--- config.mk ---
export PLATFORM = sky130hd
export DESIGN_NAME = mlp_train_sequencer
export DESIGN_NICKNAME = d
export VERILOG_FILES = /design/src/rtl/Common.sv /design/src/rtl/FixedPoint.sv /design/src/rtl/seq_loss_acc.sv /design/src/rtl/mlp_train_sequencer.sv
export SDC_FILE = /design/constraint.sdc
export NUM_CORES = 1
export LEC_CHECK = 0
export ABC_CLOCK_PERIOD_IN_PS = 2300
export BUFFER_PORTS_ARGS = -buffer_cell sky130_fd_sc_hd__buf_4
export CAP_MARGIN = 40
export CORE_UTILIZATION = 45
export CTS_CLUSTER_DIAMETER = 80
export DETAILED_ROUTE_END_ITERATION = 10
export PLACE_DENSITY = 0.79
export SLEW_MARGIN = 10
export SYNTH_ARGS = -nofsm -noshare
export SYNTH_HDL_FRONTEND = slang
export SYNTH_SLANG_ARGS = --single-unit
--- constraint.sdc ---
create_clock -name clk -period 2.3 [get_ports clk]
set_input_delay 0.23 -clock clk [delete_from_list [all_inputs] [get_ports clk]]
set_output_delay 0.23 -clock clk [all_outputs]
set_load 0.005 [all_outputs]
--- src/rtl/Common.sv ---
// Types shared across the MLP training blocks.
package Common;

    typedef enum logic [2:0] {
        IDLE   = 3'd0,
        LOAD   = 3'd1,
        SETTLE = 3'd2,
        UPDATE = 3'd3,
        DONE   = 3'd4
    } train_seq_state_t;

endpackage

--- src/rtl/FixedPoint.sv ---
// Signed Q8.8 fixed-point type and saturating helpers shared by the training datapath.
package FixedPoint;

    localparam int SFP_W    = 16;
    localparam int SFP_FRAC = 8;

    typedef logic signed [SFP_W-1:0] sfp;

    localparam sfp SFP_MAX = {1'b0, {(SFP_W-1){1'b1}}};
    localparam sfp SFP_MIN = {1'b1, {(SFP_W-1){1'b0}}};

    function automatic sfp sfp_add(input sfp a, input sfp b);
        logic signed [SFP_W:0] s;
        s = {a[SFP_W-1], a} + {b[SFP_W-1], b};
        // A sign mismatch between the two top bits means the sum left the Q8.8 range
        if (s[SFP_W] != s[SFP_W-1])
            return s[SFP_W] ? SFP_MIN : SFP_MAX;
        return s[SFP_W-1:0];
    endfunction

    function automatic sfp sfp_abs(input sfp a);
        if (a == SFP_MIN)
            return SFP_MAX;
        return a[SFP_W-1] ? -a : a;
    endfunction

endpackage

--- src/rtl/seq_loss_acc.sv ---
// Purpose: sums |error| over the UPDATE cycles of one epoch and reports the total.
// Latency: report appears the cycle after the epoch's last update, loss_valid for 1 cycle.
// Backpressure: none; report is a strobe and epoch_loss holds until the next one.
module seq_loss_acc
    import FixedPoint::*;
(
    input  logic clk,
    input  logic rst,
    input  logic clr,
    input  logic acc_en,
    input  logic epoch_end,
    input  sfp   err_abs,
    output sfp   epoch_loss,
    output logic loss_valid
);

    sfp acc;

    always_ff @(posedge clk or posedge rst) begin
        if (rst) begin
            acc        <= '0;
            epoch_loss <= '0;
            loss_valid <= 1'b0;
        end else begin
            loss_valid <= 1'b0;
            if (clr) begin
                acc <= '0;
            end else if (acc_en) begin
                if (epoch_end) begin
                    epoch_loss <= sfp_add(acc, err_abs);
                    loss_valid <= 1'b1;
                    acc        <= '0;
                end else begin
                    acc <= sfp_add(acc, err_abs);
                end
            end
        end
    end

endmodule

--- src/rtl/mlp_train_sequencer.sv ---
// Purpose: steps an MLP through LOAD/SETTLE/UPDATE per sample over all epochs; EPOCH_LOSS_EN adds loss reporting.
// Latency: SETTLE_CYCLES+2 cycles per sample, plus one DONE cycle at the end of the run.
// Backpressure: none; abort returns to IDLE on the next cycle from any busy state.
module mlp_train_sequencer
    import Common::*;
    import FixedPoint::*;
#(
    parameter int NUM_SAMPLES   = 4,
    parameter int NUM_EPOCHS    = 1000,
    parameter int SETTLE_CYCLES = 2
) (
    input  logic clk,
    input  logic rst,
    input  logic start,
    input  logic abort,
    input  sfp   lr_init,
    input  sfp   error,
    output logic [((NUM_SAMPLES > 1) ? $clog2(NUM_SAMPLES) : 1)-1:0] sample_addr,
    output logic training,
    output sfp   learning_rate,
    output logic [$clog2(NUM_EPOCHS+1)-1:0] epoch,
    output logic busy,
    output logic done,
    output logic loss_valid,
    output sfp   epoch_loss
);

    localparam int AW = (NUM_SAMPLES > 1) ? $clog2(NUM_SAMPLES) : 1;
    localparam int EW = $clog2(NUM_EPOCHS+1);
    localparam int SW = (SETTLE_CYCLES > 1) ? $clog2(SETTLE_CYCLES) : 1;

    localparam logic [AW-1:0] LAST_SAMPLE = AW'(NUM_SAMPLES-1);
    localparam logic [EW-1:0] LAST_EPOCH  = EW'(NUM_EPOCHS-1);
    localparam logic [SW-1:0] SETTLE_LOAD = SW'(SETTLE_CYCLES-1);

    train_seq_state_t state, state_nxt;
    logic [SW-1:0]    settle_cnt;
    logic             run_go;
    logic             last_sample;
    logic             last_epoch;

    assign run_go      = (state == IDLE) && start && !abort;
    assign last_sample = (sample_addr == LAST_SAMPLE);
    assign last_epoch  = (epoch == LAST_EPOCH);

    assign busy     = (state == LOAD) || (state == SETTLE) || (state == UPDATE);
    // Gating with abort keeps the aborting cycle from committing a weight update
    assign training = (state == UPDATE) && !abort;
    assign done     = (state == DONE) && !abort;

    always_comb begin
        state_nxt = state;
        case (state)
            IDLE:    if (run_go) state_nxt = LOAD;
            LOAD:    state_nxt = SETTLE;
            SETTLE:  if (settle_cnt == '0) state_nxt = UPDATE;
            UPDATE:  state_nxt = (last_sample && last_epoch) ? DONE : LOAD;
            DONE:    state_nxt = IDLE;
            default: state_nxt = IDLE;
        endcase
        if (state != IDLE && abort)
            state_nxt = IDLE;
    end

    always_ff @(posedge clk or posedge rst) begin
        if (rst) begin
            state         <= IDLE;
            settle_cnt    <= '0;
            sample_addr   <= '0;
            epoch         <= '0;
            learning_rate <= '0;
        end else begin
            state <= state_nxt;
            case (state)
                IDLE: begin
                    if (run_go) begin
                        sample_addr   <= '0;
                        epoch         <= '0;
                        learning_rate <= lr_init;
                    end
                end
                LOAD:   settle_cnt <= SETTLE_LOAD;
                SETTLE: if (settle_cnt != '0) settle_cnt <= settle_cnt - 1'b1;
                UPDATE: begin
                    if (!abort) begin
                        if (!last_sample) begin
                            sample_addr <= sample_addr + 1'b1;
                        end else if (!last_epoch) begin
                            sample_addr <= '0;
                            epoch       <= epoch + 1'b1;
                        end
                    end
                end
                default: ;
            endcase
        end
    end

`ifdef EPOCH_LOSS_EN
    seq_loss_acc u_loss_acc (
        .clk        (clk),
        .rst        (rst),
        .clr        (run_go),
        .acc_en     (training),
        .epoch_end  (last_sample),
        .err_abs    (sfp_abs(error)),
        .epoch_loss (epoch_loss),
        .loss_valid (loss_valid)
    );
`else
    logic unused_error;
    assign unused_error = ^error;
    assign epoch_loss   = '0;
    assign loss_valid   = 1'b0;
`endif

endmodule

==> results of run 1 <==
[cell families after synthesis]
family | count (synthesis) | share of synthesized area (%)
multiplexers | 6 | 3.69
buffers and inverters | 31 | 11.2
other | 1 | 0.221
AO/OA/AOI/OAI | 18 | 7.30
AND/OR/NAND/NOR | 99 | 27.4
XOR/XNOR | 3 | 1.55
flip-flops | 32 | 47.2
adder cells (fa/ha/maj) | 2 | 1.47
[worst max-delay path: cells and delay by family, from the launching register on]
| kind | cells | cell delay [ns] |
|---|---|---|
| compound gates | 1 | 0.15 |
| flops | 1 | 0.44 |
| simple gates | 3 | 1.10 |
| fa+ha+maj | 1 | 0.30 |
[power by group]
part / total (mW) / switching, mW / internal (mW) / leakage (nW)
combinational: 0.391 / 0.182 / 0.209 / 0.670
sequential: 0.721 / 0.0580 / 0.663 / 0.417
clock: 0.436 / 0.193 / 0.243 / 0.0445
[worst paths after layout]
check,end,slack (ns),cells after the start
setup / recovery,epoch[3]$_DFFE_PP0P_,0.24,5
setup reg to reg,epoch[3]$_DFFE_PP0P_,0.24,5
hold reg to reg,learning_rate[8]$_DFFE_PP0P_,0.48,2
min in group clk,learning_rate[0]$_DFFE_PP0P_,0.14,3
hold / removal,learning_rate[0]$_DFFE_PP0P_,0.04,3
max in group asynchronous,sample_addr[0]$_DFFE_PP0P_,1.98,3
[cell type report]
type                    count  area share [%]
multi-input cells         145            35.8
inverters                   3           0.523
clock buffers               7            4.01
clock inverters             1           0.348
repair buffers             56            19.5
flip-flops and latches     32            37.2
well taps                  46            2.67
[per-stage QoR]
| stage | std cells | util (%) | hold slack, ns | cell area [um2] |
|---|---|---|---|---|
| after floorplan | 208 | - | 0.335 | 1760 |
| after global placement | 282 | 59.4 | 0.346 | 2060 |
| after detailed placement | 282 | 59.4 | 0.349 | 2060 |
| after CTS | 290 | 62.1 | 0.0435 | 2150 |
| after global routing | 290 | 62.1 | 0.0640 | 2150 |
| final | 290 | 62.1 | 0.0356 | 2150 |
[registers in the layout, indices dropped and copies added (netlist names)]
register       count
learning_rate     16
epoch             10
state              3
sample_addr        2
settle_cnt         1
[per-layer routing]
metal | GRT usage, % | wire, um
met2 | 29.5 | 1570
met3 | 5.25 | 207
met5 | 0 | 0
met1 | 26.6 | 1570
met4 | 7.67 | 45
[cells in the final DEF, fill, tap and decap left out, types with 2 or more instances in the layout]
| cell type | Yosys | layout |
|---|---|---|
| nand2b_1 | 3 | 3 |
| dfrtp_1 | 32 | 32 |
| nand3_1 | 5 | 5 |
| o31ai_1 | 3 | 3 |
| inv_1 | 3 | 3 |
| or4_1 | 2 | 2 |
| xnor2_1 | 3 | 3 |
| nand2_1 | 58 | 58 |
| ha_1 | 2 | 2 |
| nand4_1 | 2 | 2 |
| nor4_1 | 2 | 2 |
| a211oi_1 | 2 | 2 |
| conb_1 | 1 | 17 |
| and4_1 | 2 | 2 |
| mux2i_1 | 4 | 4 |
| o21ai_0 | 4 | 4 |
| clkbuf_8 | 0 | 6 |
| a21oi_1 | 3 | 3 |
| mux2_2 | 2 | 2 |
| buf_4 | 17 | 56 |
| nor3_1 | 4 | 3 |
| nor2_1 | 12 | 12 |
==> key figures, run 1 <==
GRT
  – GRT Util Overall: about a fifth
  – First-pass GRT wire length: 6050 um
  – Grt ovf: 0
  – Initial antenna violation count: 0
  – Pin count of the biggest net entering global routing: 33
  – Vias in the first global route: around 1.4k

Timing
  – Setup violations, final: 0
  – Final Cycle Share: between 80% and 90%
  – RSZ-0062 raised after global routing: false
  – Final worst path period need: 2.06 ns
  – Maximum clock rate: just under 500 MHz
  – Tightest Pin Transition: approximately 0.56 ns
  – Final Hold Vio Count: 0
  – Setup TNS: 0 ns
  – Clk_skew: between 0.003 and 0.004 ns
  – Fin. max-slew vios: 0
  – Relative slew margins: roughly 62%
  – Final setup margin: 0.242 ns

Worst setup path
  – CP Capture Type: register
  – RR Startpoint: epoch[0]$_DFFE_PP0P_
  – Crit path max fanout: 10
  – Slowest CP cell: or4_1
  – CP peak stage delay: between 0.5 and 0.6 ns
  – CP arrival: 2.26 ns
  – Critical setup path kind: register to register
  – Crit path from: epoch[0]$_DFFE_PP0P_
  – CP Data Required Time: 2.51 ns
  – CP Cell Sequence: ha_1, and4bb_2, and4_1, or4_1, a21oi_1
  – Crit path launch type: register

Yosys
  – Synth cell types: 39
  – Post-synth top cells: nand2_1, dfrtp_1, buf_4, nor2_1, clkbuf_1
  – Post-synthesis instance total: about 190
  – Ys Warns: 0
  – Predominant post-synthesis flop cell: dfrtp_1
  – Most frequent cell after synthesis: nand2_1
  – Post-synthesis async set-or-reset flop share: between 90% and 100%
  – Post-Syn Area: between 0.0015 and 0.002 mm2
  – FF+latch count, synth: 32
  – Synth area leaders: dfrtp_1, nand2_1, buf_4, nor2_1, mux2i_1
  – Post-synth top area share: 47.2%
  – Syn_area_per_cell: between 8 and 9 um2
  – Post-synth EDFFs: 0
  – Sequential share of the synthesized area: 47.2%
  – Synth area leader: dfrtp_1

Clock network
  – Hold Buf Count CTS: 0
  – Post-CTS Setup Bufs: 0
  – Clock sinks: 32
  – Post-CTS Resized: 0
  – CTS Root Cell: clkbuf_8
  – Worst-path clk slew: 0.06 ns
  – H-tree depth: 2
  – CTS tree: done
  – Clock buffer depth: 2
  – Worst-Skew Late Latency: around 0.28 ns
  – Total CTS buffers: 5

Job
  – Max cap viols: 0

Place
  – Dpl hpwl: 2390 um
  – Pre-CTS setup slack: 0.269 ns
  – Placer Congestion: 0.762
  – PortBufs: 50

Cells and area
  – Layout cells sized above 1: ~28%
  – ANT cells: 0
  – Register Area: approximately 800 um2
  – Area delta synth->final: 27.0%
  – Nets: around 280
  – Fillers: between 300 and 400
  – Area of the multi-input gates: roughly 770 um2

Detailed routing
  – Drt wl/cell: about 12 um
  – Remaining DRCs: 0
  – Number of iterations in the first detailed-routing pass: 5
  – Via density: ~5.0
  – First DRT Iteration DRCs: 37
  – Antenna viol nets, final: 0
  – Via count: 1450
  – Final WL: around 3400 um

Die
  – Row cnt: 21
  – Core Region: roughly 0.0035 mm2
  – Initial Util: 48.9%
  – Num ports: 84
  – Die ar.: about 0.004 mm2
  – Chip width: 63.4 um
  – Chip Height: 63.4 um

Pwr
  – PD cells: roughly 720 mW/mm2
  – Leak Pwr: between 1 and 1.5 nW
  – Tot Pwr: approximately 1.5 mW
  – Maximum VDD drop: approximately 0.00053 V

Min path
  – Worst hold path class: primary input to asynchronous set/reset pin

Status
  – Status: complete, no violations
Note: power is estimated with default switching activity, not from simulation.
==> run 2: changes to the inputs <==
- ABC_CLOCK_PERIOD_IN_PS: 2300 -> 2200
- clock period: 2.3 -> 2.2 ns (I/O delays scaled with it)
==> run 2 against run 1 <==
  * Global-route usage down 0.51 points
  * Final cell count did not move
  * Total power grew 5.1%
  * Clock skew grew 0.0016 ns
  * Clock power up 5.5%
  * Combinational power is 5.9% higher
  * Non-clock buffer count unchanged
  * Count of clock-buffer cells in the layout unchanged
  * Design area unchanged
  * Via count shrank 2.6%
  * Fmax grew 0.38%
  * Worst setup slack lost 0.092 ns
  * Critical path type unchanged
==> key figures, run 2 (same netlist as run 1, synthesis figures left out) <==
Timing
  – Final Hold Vio Count: 0
  – Setup TNS: 0 ns
  – Final Cycle Share: just over 90%
  – Relative slew margins: 66.1%
  – Setup violations, final: 0
  – Clk_skew: around 0.0055 ns
  – Fin. max-slew vios: 0
  – Maximum clock rate: 488 MHz
  – Final worst path period need: just over 2 ns
  – Tightest Pin Transition: just under 0.5 ns
  – RSZ-0062 raised after global routing: false

Place
  – DP Area: 0.00206 mm2
  – Placer Congestion: about 0.74
  – Dpl hpwl: approximately 2500 um
  – PortBufs: 50

GRT
  – First-pass GRT wire length: 6020 um
  – Vias in the first global route: about 1.3k
  – Grt ovf: 0
  – Pin count of the biggest net entering global routing: 33
  – Initial antenna violation count: 0
  – GRT Util Overall: 19.1%

Detailed routing
  – Antenna viol nets, final: 0
  – Remaining DRCs: 0
  – Via density: a little under 5
  – Number of iterations in the first detailed-routing pass: 4
  – First DRT Iteration DRCs: 31
  – Via count: about 1.4k
  – Final WL: between 3000 and 4000 um
  – Drt wl/cell: approximately 12 um

Cells and area
  – Post-route cell area: around 0.0022 mm2
  – Nets: 281
  – Area delta synth->final: 27.0%
  – ANT cells: 0
  – Most common cell after layout, fill and taps aside: nand2_1
  – Layout cells sized above 1: between 20% and 30%
  – Commonest non-fill, non-tap cells in the layout: nand2_1, buf_4, dfrtp_1
  – Most flop-heavy register: learning_rate
  – Largest registers: learning_rate (16), epoch (10), state (3)
  – Largest register FFs: 16
  – Final core utilization: 62.1%

Min path
  – Worst hold path class: primary input to asynchronous set/reset pin

Clock network
  – Post-CTS Setup Bufs: 0
  – H-tree depth: 2
  – Worst-path clk slew: approximately 0.07 ns
  – CTS Root Cell: clkbuf_8
  – Clock sinks: 32
  – Total CTS buffers: 5
  – Clock buffer depth: 2
  – CTS tree: done
  – Worst-Skew Late Latency: about 0.28 ns

Worst setup path
  – Critical setup path kind: register to register
  – R2R Setup Slk: 0.15 ns
  – CP arrival: ~2.3 ns
  – Crit path launch type: register
  – R2R depth: 5
  – Slowest CP cell: or4_1
  – Buffers & Inverters on Critical Path: 0
  – Crit path max fanout: 10
  – CP Capture Type: register
  – CP peak stage delay: ~0.54 ns
  – CP Cell Sequence: ha_1, and4bb_2, and4_1, or4_1, a21oi_1
  – Crit path depth: 5
  – CP Data Required Time: between 2 and 2.5 ns
  – Family with the most delay on the worst path: simple AND/OR/NAND/NOR gates

Die
  – Core Region: around 0.0035 mm2
  – Die ar.: 0.00402 mm2
  – Row cnt: 21
  – Num ports: 84
  – Chip width: 63.4 um
  – Initial Util: between 40 and 50%
  – Chip Height: between 60 and 70 um

Job
  – Max cap viols: 0

Pwr
  – PD cells: roughly 760 mW/mm2
  – Leak Pwr: approximately 1.1 nW
  – Maximum VDD drop: 0.000500 V

Status
  – Status: complete, no violations
-- run 2: layout make-up --
cell class                      count  area (um2)
Fill cell                         319        1310
Sequential cell                    32         801
Multi-Input combinational cell    145         771
Timing Repair Buffer               56         420
Clock buffer                        7        86.3
Tap cell                           46        57.6
Inverter                            3        11.3
Clock inverter                      1        7.51
-- run 2: through the flow --
stage	std cells	worst slack, ns	hold slack (ns)	power [mW]
6_report	290	0.150	0.0216	1.63
5_1_grt	290	0.0308	0.0674	1.73
2_1_floorplan	208	0.224	0.325	0.979
3_3_place_gp	282	0.216	0.334	1.17
3_5_place_dp	282	0.161	0.336	1.18
4_1_cts	290	0.150	0.0358	1.64
-- run 2: per-layer routing --
metal / global-route usage, % / routed length (um)
met2: 31.6 / 1640
met4: 5.11 / 27
met1: 24.5 / 1640
met3: 4.89 / 189
met5: 0 / 0
-- run 2: timing repair --
action / CTS / global route
resized for setup: 0 / 1
hold buffers: 0 / 0
setup endpoints to repair: 0 / 1
-- run 2: final timing paths --
| path | to | startpoint |
|---|---|---|
| max | epoch[4]$_DFFE_PP0P_ | epoch[0]$_DFFE_PP0P_ |
| min | learning_rate[8]$_DFFE_PP0P_ | rst |
| max reg2reg | epoch[4]$_DFFE_PP0P_ | epoch[0]$_DFFE_PP0P_ |
| min reg2reg | learning_rate[8]$_DFFE_PP0P_ | learning_rate[8]$_DFFE_PP0P_ |
| max in group asynchronous | epoch[0]$_DFFE_PP0P_ | rst |
| min in group clk | learning_rate[7]$_DFFE_PP0P_ | lr_init[7] |
-- run 2: worst register-to-register path, delay by kind of cell (launching register included) --
family	cells	cell delay (ns)
flops	1	0.43
compound gates	1	0.15
simple gates	3	1.11
fa+ha+maj	1	0.30
-- run 2: power breakdown --
group / internal (mW) / total, mW / switching (mW)
registers: 0.693 / 0.753 / 0.0598
clock network: 0.254 / 0.460 / 0.207
logic: 0.219 / 0.414 / 0.195
==> run 3: changes to the inputs <==
- ABC_CLOCK_PERIOD_IN_PS: 2200 -> 2350
- HOLD_SLACK_MARGIN: not set -> 0.1
- clock period: 2.2 -> 2.35 ns (I/O delays scaled with it)
==> run 3 against run 2 <==
  * Worst setup slack better by 0.14 ns
  * Clock power decreased by 4.3%
  * Non-clock buffer count up 1
  * First-iteration DRC count rose by 65%
  * Global-route usage grew 0.99 points
  * Count of clock-buffer cells in the layout did not move
  * Critical path depth unchanged
  * Design area grew 0.46%
  * Die area unchanged
  * Sequential share of layout area decreased by 0.17 points
  * Register-to-register slack improved by 0.14 ns
==> key figures, run 3 (same netlist as run 1, synthesis figures left out) <==
Status
  – Status: complete, no violations

Timing
  – Maximum clock rate: around 480 MHz
  – Tightest Pin Transition: 0.547 ns
  – Final setup margin: 0.286 ns
  – Setup TNS: 0 ns
  – Fin. max-slew vios: 0
  – Setup violations, final: 0
  – Final Hold Vio Count: 0
  – Relative slew margins: 62.6%
  – Clk_skew: 0.00578 ns
  – Min Hold Slack: about 0.13 ns
  – Final worst path period need: just over 2 ns
  – Final Cycle Share: around 90%
  – RSZ-0062 raised after global routing: false

Worst setup path
  – Crit path launch type: register
  – R2R depth: 5
  – CP peak stage delay: approximately 0.44 ns
  – CP Data Required Time: 2.52 ns
  – Critical setup path kind: register to register
  – CP Capture Type: register
  – CP arrival: 2.23 ns
  – Crit path max fanout: 6
  – CP Cell Sequence: ha_1, and4bb_2, a41oi_1, o21ai_0, mux2_2
  – Slowest CP cell: dfrtp_1

Clock network
  – CTS tree: done
  – H-tree depth: 2
  – Clock buffer depth: 2
  – Worst-Skew Late Latency: around 0.29 ns
  – CTS Root Cell: clkbuf_8
  – Total CTS buffers: 5
  – Worst-path clk slew: 0.07 ns
  – Clock sinks: 32
  – Post-CTS Setup Bufs: 0

Cells and area
  – Area of the multi-input gates: roughly 770 um2
  – ANT cells: 0
  – Area delta synth->final: 27.6%
  – Nets: roughly 280
  – Most common cell after layout, fill and taps aside: nand2_1
  – Final core utilization: between 60% and 70%
  – Largest register FFs: 16
  – Most flop-heavy register: learning_rate
  – Final Non-Filler Cells: between 200 and 300
  – Layout cells sized above 1: 28.2%
  – Post-route cell area: 0.00216 mm2
  – Fillers: 314
  – Largest registers: learning_rate (16), epoch (10), state (3)
  – Commonest non-fill, non-tap cells in the layout: nand2_1, buf_4, dfrtp_1
  – Register Area: ~800 um2

Place
  – Placer Congestion: between 0.7 and 0.8
  – DP Area: around 0.0021 mm2
  – PortBufs: 50
  – Pre-CTS setup slack: between 0.3 and 0.4 ns
  – Cells after DPL: ~280
  – Dpl hpwl: 2400 um

Detailed routing
  – Remaining DRCs: 0
  – Via count: 1436
  – Drt wl/cell: between 10 and 15 um
  – Via density: just under 5
  – Final WL: 3450 um
  – Number of iterations in the first detailed-routing pass: 4
  – Antenna viol nets, final: 0
  – First DRT Iteration DRCs: just over 50

Die
  – Core Region: 0.00347 mm2
  – Row cnt: 21
  – Die ar.: about 0.0040 mm2
  – Chip width: approximately 63 um
  – Num ports: between 80 and 90
  – Chip Height: ~63 um
  – Initial Util: 48.9%

GRT
  – Pin count of the biggest net entering global routing: 33
  – Grt ovf: 0
  – Vias in the first global route: around 1.4k
  – GRT Util Overall: 20.1%
  – Initial antenna violation count: 0
  – First-pass GRT wire length: roughly 6200 um

Min path
  – Worst hold path class: primary input to register
  – Hold path depth: 3

Pwr
  – PD cells: between 700 and 800 mW/mm2
  – Tot Pwr: around 1.5 mW
  – Maximum VDD drop: ~0.00047 V
  – Leak Pwr: roughly 1.1 nW

Job
  – Max cap viols: 0
## run 3: worst max-delay path, delay by kind of cell, from the launching register on
| kind | cells | cell delay [ns] |
|---|---|---|
| flops | 1 | 0.44 |
| simple gates | 1 | 0.29 |
| fa+ha+maj | 1 | 0.32 |
| compound gates | 2 | 0.51 |
| mux | 1 | 0.39 |
## run 3: final timing paths
check / start / to / slack (ns)
max: epoch[0]$_DFFE_PP0P_ / sample_addr[0]$_DFFE_PP0P_ / 0.29
min: lr_init[10] / learning_rate[10]$_DFFE_PP0P_ / 0.13
max reg2reg: epoch[0]$_DFFE_PP0P_ / sample_addr[0]$_DFFE_PP0P_ / 0.29
min reg2reg: learning_rate[6]$_DFFE_PP0P_ / learning_rate[6]$_DFFE_PP0P_ / 0.48
max in group asynchronous: rst / sample_addr[1]$_DFFE_PP0P_ / 1.46
min in group asynchronous: rst / learning_rate[0]$_DFFE_PP0P_ / 0.60
## run 3: cell type report
| class | instances | area share [%] |
|---|---|---|
| flip-flops and latches | 32 | 37.0 |
| multi-input cells | 145 | 35.6 |
| repair buffers | 57 | 19.9 |
| clock buffers | 7 | 3.99 |
| well taps | 46 | 2.66 |
| inverters | 3 | 0.520 |
| clock inverters | 1 | 0.347 |
## run 3: per-layer routing
| layer | wire length (um) | vias to the layer above | track usage (%) |
|---|---|---|---|
| li1 | - | 708 | - |
| met4 | 34 | 0 | 5.68 |
| met2 | 1570 | 50 | 31.8 |
| met5 | 0 | - | 0 |
| met1 | 1640 | 676 | 25.8 |
| met3 | 215 | 2 | 6.88 |
## run 3: repair_timing
action | CTS | global route
hold endpoints to repair | 32 | 0
hold buffers | 1 | 0
resized for setup | 0 | 0
## run 3: report_power, final
part / internal (mW) / total [mW] / switching [mW]
Clock: 0.238 / 0.440 / 0.202
Combinational: 0.205 / 0.387 / 0.182
Sequential: 0.649 / 0.706 / 0.0570
